**config.mk**
```make
export PLATFORM = sky130hd
export DESIGN_NAME = uart_port
export DESIGN_NICKNAME = d
export VERILOG_FILES = /design/src/rtl/uart_port.sv
export SDC_FILE = /design/constraint.sdc
export NUM_CORES = 1
export LEC_CHECK = 0
export BUFFER_PORTS_ARGS = -buffer_cell sky130_fd_sc_hd__buf_2
export CORE_MARGIN = 2
export CORE_UTILIZATION = 55
export DETAILED_ROUTE_END_ITERATION = 8
export GPL_TIMING_DRIVEN = 0
export PLACE_DENSITY = 0.73
export SETUP_SLACK_MARGIN = 0.1
export SLEW_MARGIN = 40
export SYNTH_ARGS = -nofsm -noshare
export SYNTH_HDL_FRONTEND = slang
export SYNTH_SLANG_ARGS = --single-unit
```
**constraint.sdc**
```tcl
create_clock -name clk -period 2 [get_ports clk]
set_input_delay 0.2 -clock clk [delete_from_list [all_inputs] [get_ports clk]]
set_output_delay 0.2 -clock clk [all_outputs]
set_load 0.05 [all_outputs]
```
**src/rtl/uart_port.sv**
```systemverilog
// uart_port: CPU-facing UART responder. Converts the CPU's byte read/write
// request/acknowledge handshakes to and from an 8N1 asynchronous serial line.
//
// Parameters
//   CLKS_PER_BIT   clk cycles per serial bit (>= 4)
//   RX_FIFO_DEPTH  receive FIFO entries (power of two, >= 2)
//
// Ports
//   clk, reset                  clock, async active-high reset
//   uartReadReq/Ack/Data        CPU byte read: Ack is a 1-cycle pulse with Data
//   uartWriteReq/Data/Ready     CPU byte write: taken on req && ready
//   rx, tx                      serial line (rx asynchronous, tx idle high)
//   rxOverrun, rxFrameError     sticky debug flags, cleared only by reset
module uart_port #(
  parameter int CLKS_PER_BIT  = 434,
  parameter int RX_FIFO_DEPTH = 4
) (
  input  logic       clk,
  input  logic       reset,
  input  logic       uartReadReq,
  output logic       uartReadAck,
  output logic [7:0] uartReadData,
  input  logic       uartWriteReq,
  input  logic [7:0] uartWriteData,
  output logic       uartWriteReady,
  input  logic       rx,
  output logic       tx,
  output logic       rxOverrun,
  output logic       rxFrameError
);

  localparam int            CW        = $clog2(CLKS_PER_BIT);
  localparam logic [CW-1:0] BIT_LAST  = CW'(CLKS_PER_BIT - 1);
  localparam logic [CW-1:0] HALF_LAST = CW'(CLKS_PER_BIT / 2 - 1);
  localparam int            AW        = $clog2(RX_FIFO_DEPTH);

  typedef enum logic [1:0] {TX_IDLE, TX_START, TX_DATA, TX_STOP} tx_state_t;
  typedef enum logic [1:0] {RX_IDLE, RX_START, RX_DATA, RX_STOP} rx_state_t;

  // ---------------------------------------------------------------- TX
  tx_state_t     tx_state, tx_state_d;
  logic [CW-1:0] tx_cnt, tx_cnt_d;
  logic [2:0]    tx_bit, tx_bit_d;
  logic [7:0]    tx_sh, tx_sh_d;
  logic          tx_d, hold_take, hold_full;
  logic [7:0]    hold_data;

  assign uartWriteReady = ~hold_full;

  // Holding register: accept and take are mutually exclusive (take needs full,
  // accept needs empty), so a single priority chain is enough.
  always_ff @(posedge clk or posedge reset) begin
    if (reset) begin
      hold_full <= 1'b0;
      hold_data <= '0;
    end else if (hold_take) begin
      hold_full <= 1'b0;
    end else if (uartWriteReq && !hold_full) begin
      hold_full <= 1'b1;
      hold_data <= uartWriteData;
    end
  end

  always_comb begin
    tx_state_d = tx_state;
    tx_cnt_d   = tx_cnt + 1'b1;
    tx_bit_d   = tx_bit;
    tx_sh_d    = tx_sh;
    hold_take  = 1'b0;
    case (tx_state)
      TX_IDLE: begin
        tx_cnt_d = '0;
        if (hold_full) begin
          hold_take  = 1'b1;
          tx_sh_d    = hold_data;
          tx_state_d = TX_START;
        end
      end
      TX_START: begin
        if (tx_cnt == BIT_LAST) begin
          tx_cnt_d   = '0;
          tx_bit_d   = '0;
          tx_state_d = TX_DATA;
        end
      end
      TX_DATA: begin
        if (tx_cnt == BIT_LAST) begin
          tx_cnt_d = '0;
          tx_sh_d  = {1'b0, tx_sh[7:1]};
          if (tx_bit == 3'd7) tx_state_d = TX_STOP;
          else                tx_bit_d   = tx_bit + 1'b1;
        end
      end
      TX_STOP: begin
        if (tx_cnt == BIT_LAST) begin
          tx_cnt_d = '0;
          // Chain straight into the next start bit so queued bytes go out
          // with no idle gap.
          if (hold_full) begin
            hold_take  = 1'b1;
            tx_sh_d    = hold_data;
            tx_state_d = TX_START;
          end else begin
            tx_state_d = TX_IDLE;
          end
        end
      end
      default: tx_state_d = TX_IDLE;
    endcase
    // tx is registered from the next state so the pin never glitches.
    case (tx_state_d)
      TX_START: tx_d = 1'b0;
      TX_DATA:  tx_d = tx_sh_d[0];
      default:  tx_d = 1'b1;
    endcase
  end

  always_ff @(posedge clk or posedge reset) begin
    if (reset) begin
      tx_state <= TX_IDLE;
      tx_cnt   <= '0;
      tx_bit   <= '0;
      tx_sh    <= '0;
      tx       <= 1'b1;
    end else begin
      tx_state <= tx_state_d;
      tx_cnt   <= tx_cnt_d;
      tx_bit   <= tx_bit_d;
      tx_sh    <= tx_sh_d;
      tx       <= tx_d;
    end
  end

  // ---------------------------------------------------------------- RX
  logic [1:0]    rx_sync;
  logic          rx_s, rx_prev;
  rx_state_t     rx_state, rx_state_d;
  logic [CW-1:0] rx_cnt, rx_cnt_d;
  logic [2:0]    rx_bit, rx_bit_d;
  logic [7:0]    rx_sh, rx_sh_d;
  logic          rx_push, rx_ferr;

  assign rx_s = rx_sync[1];

  always_comb begin
    rx_state_d = rx_state;
    rx_cnt_d   = rx_cnt + 1'b1;
    rx_bit_d   = rx_bit;
    rx_sh_d    = rx_sh;
    rx_push    = 1'b0;
    rx_ferr    = 1'b0;
    case (rx_state)
      RX_IDLE: begin
        rx_cnt_d = '0;
        if (rx_prev && !rx_s) rx_state_d = RX_START;
      end
      RX_START: begin
        // Mid-start-bit check rejects short low glitches.
        if (rx_cnt == HALF_LAST) begin
          rx_cnt_d   = '0;
          rx_bit_d   = '0;
          rx_state_d = rx_s ? RX_IDLE : RX_DATA;
        end
      end
      RX_DATA: begin
        if (rx_cnt == BIT_LAST) begin
          rx_cnt_d = '0;
          rx_sh_d  = {rx_s, rx_sh[7:1]};
          if (rx_bit == 3'd7) rx_state_d = RX_STOP;
          else                rx_bit_d   = rx_bit + 1'b1;
        end
      end
      RX_STOP: begin
        if (rx_cnt == BIT_LAST) begin
          rx_cnt_d   = '0;
          rx_push    = rx_s;
          rx_ferr    = ~rx_s;
          rx_state_d = RX_IDLE;
        end
      end
      default: rx_state_d = RX_IDLE;
    endcase
  end

  always_ff @(posedge clk or posedge reset) begin
    if (reset) begin
      rx_sync  <= 2'b11;
      rx_prev  <= 1'b1;
      rx_state <= RX_IDLE;
      rx_cnt   <= '0;
      rx_bit   <= '0;
      rx_sh    <= '0;
    end else begin
      rx_sync  <= {rx_sync[0], rx};
      rx_prev  <= rx_s;
      rx_state <= rx_state_d;
      rx_cnt   <= rx_cnt_d;
      rx_bit   <= rx_bit_d;
      rx_sh    <= rx_sh_d;
    end
  end

  // ---------------------------------------------------------------- FIFO / read
  logic [7:0]  fifo_mem [RX_FIFO_DEPTH];
  logic [AW:0] head, tail;
  logic        fifo_empty, fifo_full, pop, push_ok;

  assign fifo_empty = (head == tail);
  assign fifo_full  = (head[AW] != tail[AW]) && (head[AW-1:0] == tail[AW-1:0]);
  // Gating on the current ack guarantees a gap cycle between acks.
  assign pop        = uartReadReq && !fifo_empty && !uartReadAck;
  // When full, a same-cycle pop frees the slot being written; the read sees
  // the old contents because both are registered on the same edge.
  assign push_ok    = rx_push && (!fifo_full || pop);

  always_ff @(posedge clk) begin
    if (push_ok) fifo_mem[tail[AW-1:0]] <= rx_sh;
  end

  always_ff @(posedge clk or posedge reset) begin
    if (reset) begin
      head         <= '0;
      tail         <= '0;
      uartReadAck  <= 1'b0;
      uartReadData <= '0;
      rxOverrun    <= 1'b0;
      rxFrameError <= 1'b0;
    end else begin
      uartReadAck <= pop;
      if (pop) begin
        uartReadData <= fifo_mem[head[AW-1:0]];
        head         <= head + 1'b1;
      end
      if (push_ok)                        tail         <= tail + 1'b1;
      if (rx_push && fifo_full && !pop)   rxOverrun    <= 1'b1;
      if (rx_ferr)                        rxFrameError <= 1'b1;
    end
  end

endmodule

```
# After elaboration in Yosys (flattened, before gate mapping)

Memory sizes are Yosys's and may differ from the RTL's. A register that Yosys moved wholly into a read port is not among the register bits.
Index checks and enable logic that the tools add are counted.

Logic and storage cells: 127
Input bits: 13
Output and inout bits: 13
Bits in registers: 66
Memories kept: 1
Bits in writable memories: 32

Memories:

| name     | depth | bits a word | read ports | clocked after memory_dff | wr ports | RTL line | RTL |
|---|---|---|---|---|---|---|---|
| fifo_mem | 4     | 8           | 1          | 1                        | 1        | 204      | `logic [7:0] fifo_mem [RX_FIFO_DEPTH];` |

Eq/ne operators: 26
Add/sub/neg operators: 6
Reduce and logical (&&, ||, !) cells: 29
Bitwise operators: 3
Multiplexer cells: 43

Operators with widths:

| cell                | number |
|---|---|
| $mux 9              | 3 |
| $pmux 9 s3          | 1 |
| $mux 8              | 3 |
| $pmux 8 s3          | 1 |
| $mux 2              | 11 |
| $ne 2x2->1 const B  | 10 |
| $add 9x1->9 const B | 2 |
| $eq 9x9->1 const B  | 2 |
| $mux 3              | 6 |
| $pmux 9 s2          | 1 |
| $pmux 2 s4          | 2 |
| $add 3x1->3 const B | 4 |
| $pmux 3 s2          | 2 |
| $mux 1              | 11 |
| $eq 2x2->1 const B  | 5 |
| $eq 9x8->1 const B  | 1 |
| $logic_and 1x1->1   | 8 |
| $reduce_and 4->1    | 2 |
| $eq 2x1->1 const B  | 3 |
| $eq 3x3->1 const B  | 2 |
| $logic_not 1->1     | 6 |
| $reduce_bool 2->1   | 3 |
| $reduce_and 5->1    | 1 |
| $logic_not 2->1     | 2 |
| 11 further kinds    | 15 |

# Logic depth before layout (Yosys ltp)

Depth in word-level cells: 8
Depth in mapped cells: 8
Gate-level depth less buffers: 7

# Worst setup path after synthesis

No wires, ideal clock.

Kind: flip-flop to flip-flop
Start point: register rx_cnt[1]
End point: memory fifo_mem[3][0], enable pin
Path slack: -0.135 ns
Library setup time: 0.339 ns
Data required time: 1.661 ns
Stages on the path, launching flop included: 7
Clock period less this slack: 2.135 ns
Path buffers: 0
Arrival time: 1.796 ns
Cell sequence: dfrtp_1 inv_1 ha_1 nand4b_1 or3_1 nor3_2 and2_1

Longest elaborated chain between the ends: 6

RTL lines:

| item                         | RTL line | RTL |
|---|---|---|
| from (decl)                  | 138      | `logic [CW-1:0] rx_cnt, rx_cnt_d;` |
| from (signal assigned)       | 197      | `rx_cnt <= rx_cnt_d;` |
| $eq 9x9->1                   | 174      | `if (rx_cnt == BIT_LAST) begin` |
| $mux 1                       | 174      |  |
| $mux 1                       | 152      | `case (rx_state)` |
| $logic_and 1x1->1            | 214      | `assign push_ok = rx_push && (!fifo_full \|\| pop);` |
| $mux 1                       | 217      | `if (push_ok) fifo_mem[tail[AW-1:0]] <= rx_sh;` |
| $mux 1 (implied by the code) | 217      |  |
| to (decl)                    | 204      |  |

Every way passes these cells.

# Final worst setup path

Start point: register rx_cnt[1]
End point: memory fifo_mem[2][7], enable pin

Same word-level chain as after synthesis.

==> flow_summary_export.csv <==
group,metric,value,unit
floorplan,rows,33,
placed_design,pre_cts_slack,-150,ps
cells_and_area,fin_area,5670,um^2
cells_and_area,antennaDiodeCount,0,
timing,finalSetupTns,-94.1,ps
min_path,hold_class,"primary input to register",
logic_synthesis,synthXorXnorAreaFrac,3.89,%
placed_design,placedCellCount,487,
status,violations,"setup timing",
logic_synthesis,synthMuxAreaShare,12.0,%
clocking,cts_buffers,9,
placed_design,portBuffers,25,
critical_path,cp_max_fo,8,
drt,drtIter0Drc,95,
timing,rsz0062_at_grt,"true",
clocking,max-clock-path-buffers,2,
logic_synthesis,yosysTopAreaCell,"dfrtp_1",
drt,wl,8510,um
power_and_ir_drop,vdd_ir_drop_max,0.000474,V
logic_synthesis,yosysMostFrequentCell,"dfrtp_1",
placed_design,placed_area,5100,um^2
critical_path,crit_arrival,2080,ps
critical_path,required,2070,ps
floorplan,fp.dieArea,9360,um^2
cells_and_area,fin_util,68.3,%
timing,finalSetupViolations,17,
grt,grt_pass1_vias,3036,
critical_path,cp_cell_sequence,"inv_2, ha_4, nand4b_1, or3_4, nor3_4, and2_4",
cells_and_area,fin_nets,446,
drt,num_vias,2951,
logic_synthesis,async_flop_share,69.8,%
grt,grt_first_pass_wirelength,14100,um
critical_path,worstSetupEndpointType,"register",
clocking,cts_num_sinks,106,
clocking,clk-insertion-delay-late,360,ps
timing,hold_slack,60.0,ps
logic_synthesis,synth_fp_nets,386,
drt,routedWlPerCell,16.2,um
logic_synthesis,syn_area,4730,um^2
timing,finalHoldViolCount,0,
logic_synthesis,synth-edff-count,32,
job,max_cap_violations,0,
timing,tightest_slew,533,ps
critical_path,worst_path_max_delay_cell,"or3_4",
critical_path,cp_num_buf_inv,1,
timing,slew_headroom,63.9,%
floorplan,pin_count,26,
logic_synthesis,synthAdderAreaFrac,5.02,%
clocking,cts-root-buf,"clkbuf_8",
cells_and_area,fin_cells,524,
critical_path,slowest_delay,420,ps
cells_and_area,multi_input_area,2030,um^2
drt,drtPass1Iterations,5,
grt,antenna_found_initial,0,
timing,fin_crit_sh,101,%
timing,finalClockSkew,11.3,ps
logic_synthesis,avgSynthCellArea,13.4,um^2
logic_synthesis,synth_area_leaders,"dfrtp_1 37%, edfxtp_1 20%, mux2_2 6.4%, ha_1 5.0%, mux4_2 3.8%",
drt,ant_nets,0,
timing,fmax,496,MHz
logic_synthesis,yosys-top-cells-count,"70 x dfrtp_1, 32 x edfxtp_1, 30 x nor2_1",
critical_path,critPathKind,"register to register",
cells_and_area,drive_above_1_share,34.6,%
logic_synthesis,syn_inst,354,
power_and_ir_drop,p_leak,2.54,nW
logic_synthesis,synth.distinct_cells,52,
timing,finalWorstSetupSlack,-15.0,ps
logic_synthesis,ys.flop_type,"dfrtp_1",
cells_and_area,n_fill_cell,586,
logic_synthesis,synth_simple_gate_area_share,10.1,%
placed_design,gp_congestion,0.881,
clocking,clk_pin_slew_worst_paths,100,ps
status,status,"finished with violations",
power_and_ir_drop,power_density,836,nW/um^2
logic_synthesis,synth_top_family_by_area,"multiplexers",
floorplan,start_util,57.0,%
power_and_ir_drop,finalPower,4.74,mW
drt,drcViolationCount,0,
drt,vias_per_cell,5.63,
grt,grtUsageTotal,18.6,%
logic_synthesis,synth_top_area_share,37.0,%
clocking,htree_levels,3,
critical_path,cp_top_family,"simple AND/OR/NAND/NOR gates",
floorplan,die_h,96.8,um
grt,grt_max_degree,26,
cells_and_area,syn2layout_area_growth,19.8,%
timing,slew_viol_final,0,
logic_synthesis,synth_seq_cells,106,
grt,grt-ovfl-total,0,
clocking,tritoncts,"yes",
logic_synthesis,ys_warn_count,0,
timing,min_period,2010,ps
cells_and_area,ff_latch_area,2830,um^2
critical_path,start_kind,"register",
floorplan,dieWidth,96.8,um
logic_synthesis,yosysSeqAreaShare,59.5,%
floorplan,coreArea,8300,um^2
logic_synthesis,synth-compound-area-share,7.16,%
placed_design,hpwl,5550,um
==> kinds of logic (layout without fill, tap and decap cells) <==
kind of cell | Yosys count | in the layout
and+or+nand+nor | 91 | 92
AOI/OAI and AO/OA | 47 | 47
buffers and inverters | 27 | 91
DFF | 106 | 106
adders and majority gates | 19 | 19
xor gates and xnor gates | 21 | 21
muxes | 43 | 43
==> metal layers <==
metal  wire length (um)  up-vias  global-route usage (%)
li1                   -     1400                       -
met3                184       12                    4.34
met2               4560       42                    32.5
met5                  0        -                       0
met1               3630     1497                    23.0
met4                139        0                    5.96
==> final timing paths <==
kind                                  startpoint        endpoint  slack [ps]  depth (start not counted)
worst max register to register         rx_cnt[1]  fifo_mem[2][7]         -10                          6
worst min-delay path            uartWriteData[5]    hold_data[5]          60                          2
max in group asynchronous                  reset              tx         960                          5
min in group asynchronous                  reset       rxOverrun         360                          3
worst min register to register        rx_sync[0]      rx_sync[1]         360                          0
worst max-delay path                   rx_cnt[1]  fifo_mem[2][7]         -10                          6
==> placed cells by master, fill, tap and decap left out, drive strengths merged, types with 2 or more instances in the layout <==
| master | synthesis | layout |
|---|---|---|
| nor3 | 2 | 2 |
| dlygate4sd3 | 0 | 2 |
| nor4 | 3 | 3 |
| nand4b | 2 | 2 |
| clkbuf | 5 | 13 |
| nand3 | 12 | 12 |
| and4 | 2 | 2 |
| buf | 4 | 52 |
| inv | 18 | 19 |
| o21ai | 17 | 17 |
| and3 | 2 | 2 |
| ha | 19 | 19 |
| nand2 | 18 | 18 |
| a22oi | 2 | 2 |
| mux4 | 8 | 8 |
| xor2 | 12 | 12 |
| o311ai | 3 | 3 |
| clkinvlp | 0 | 3 |
| o31ai | 2 | 2 |
| edfxtp | 32 | 32 |
| nor2b | 4 | 4 |
| mux2 | 28 | 28 |
| and2 | 4 | 5 |
| or3 | 2 | 2 |
| xnor2 | 9 | 9 |
| nand4 | 4 | 4 |
| a22o | 12 | 12 |
| nand2b | 2 | 2 |
| mux2i | 7 | 7 |
| a21oi | 2 | 2 |
| nor2 | 30 | 30 |
| dfrtp | 70 | 70 |
| dfstp | 4 | 4 |
==> area by class of cell <==
type | instances | area share, %
Buffer | 7 | 0.772
Clock buffer | 10 | 2.25
Clock inverter | 6 | 1.15
Inverter | 18 | 1.26
Multi-Input combinational cell | 222 | 35.8
Sequential cell | 106 | 49.8
Tap cell | 105 | 2.32
Timing Repair Buffer | 50 | 6.66
==> flip-flops by register name, indices dropped and copies added, names as in the netlist, named ones only <==
| register | count |
|---|---|
| fifo_mem | 32 |
| hold_full | 1 |
| rx_bit | 3 |
| tx | 1 |
| tail | 3 |
| rx_state | 1 |
| tx_state | 2 |
| hold_data | 8 |
| tx_bit | 3 |
| tx_sh | 8 |
| uartReadAck | 1 |
| rxOverrun | 1 |
| rx_prev | 1 |
| tx_cnt | 9 |
| rxFrameError | 1 |
| uartReadData | 8 |
| rx_sh | 8 |
| rx_cnt | 9 |
| head | 3 |
| rx_sync | 2 |
==> report_power, final <==
part           switching (mW)  total (mW)  internal (mW)
Combinational           0.485       0.920          0.435
Clock                   0.718        1.30          0.583
Sequential              0.141        2.52           2.38
Total                    1.34        4.74           3.40
==> worst reg2reg max path, cell delays in order, from the launching register on <==
cell and delay, ps:
dfrtp_1 400, inv_2 100, ha_4 130, nand4b_1 140, or3_4 430, nor3_4 250, and2_4 280
==> repair_timing <==
item                       in CTS  in global routing
setup endpoints to repair      77                 72
hold endpoints to repair       10                  0
cloned                          1                  0
setup buffers                  10                 10
gates resized for setup        24                 30
pin swaps                       6                 12
hold buffers                    2                  0
Note: power is estimated with default switching activity, not from simulation.
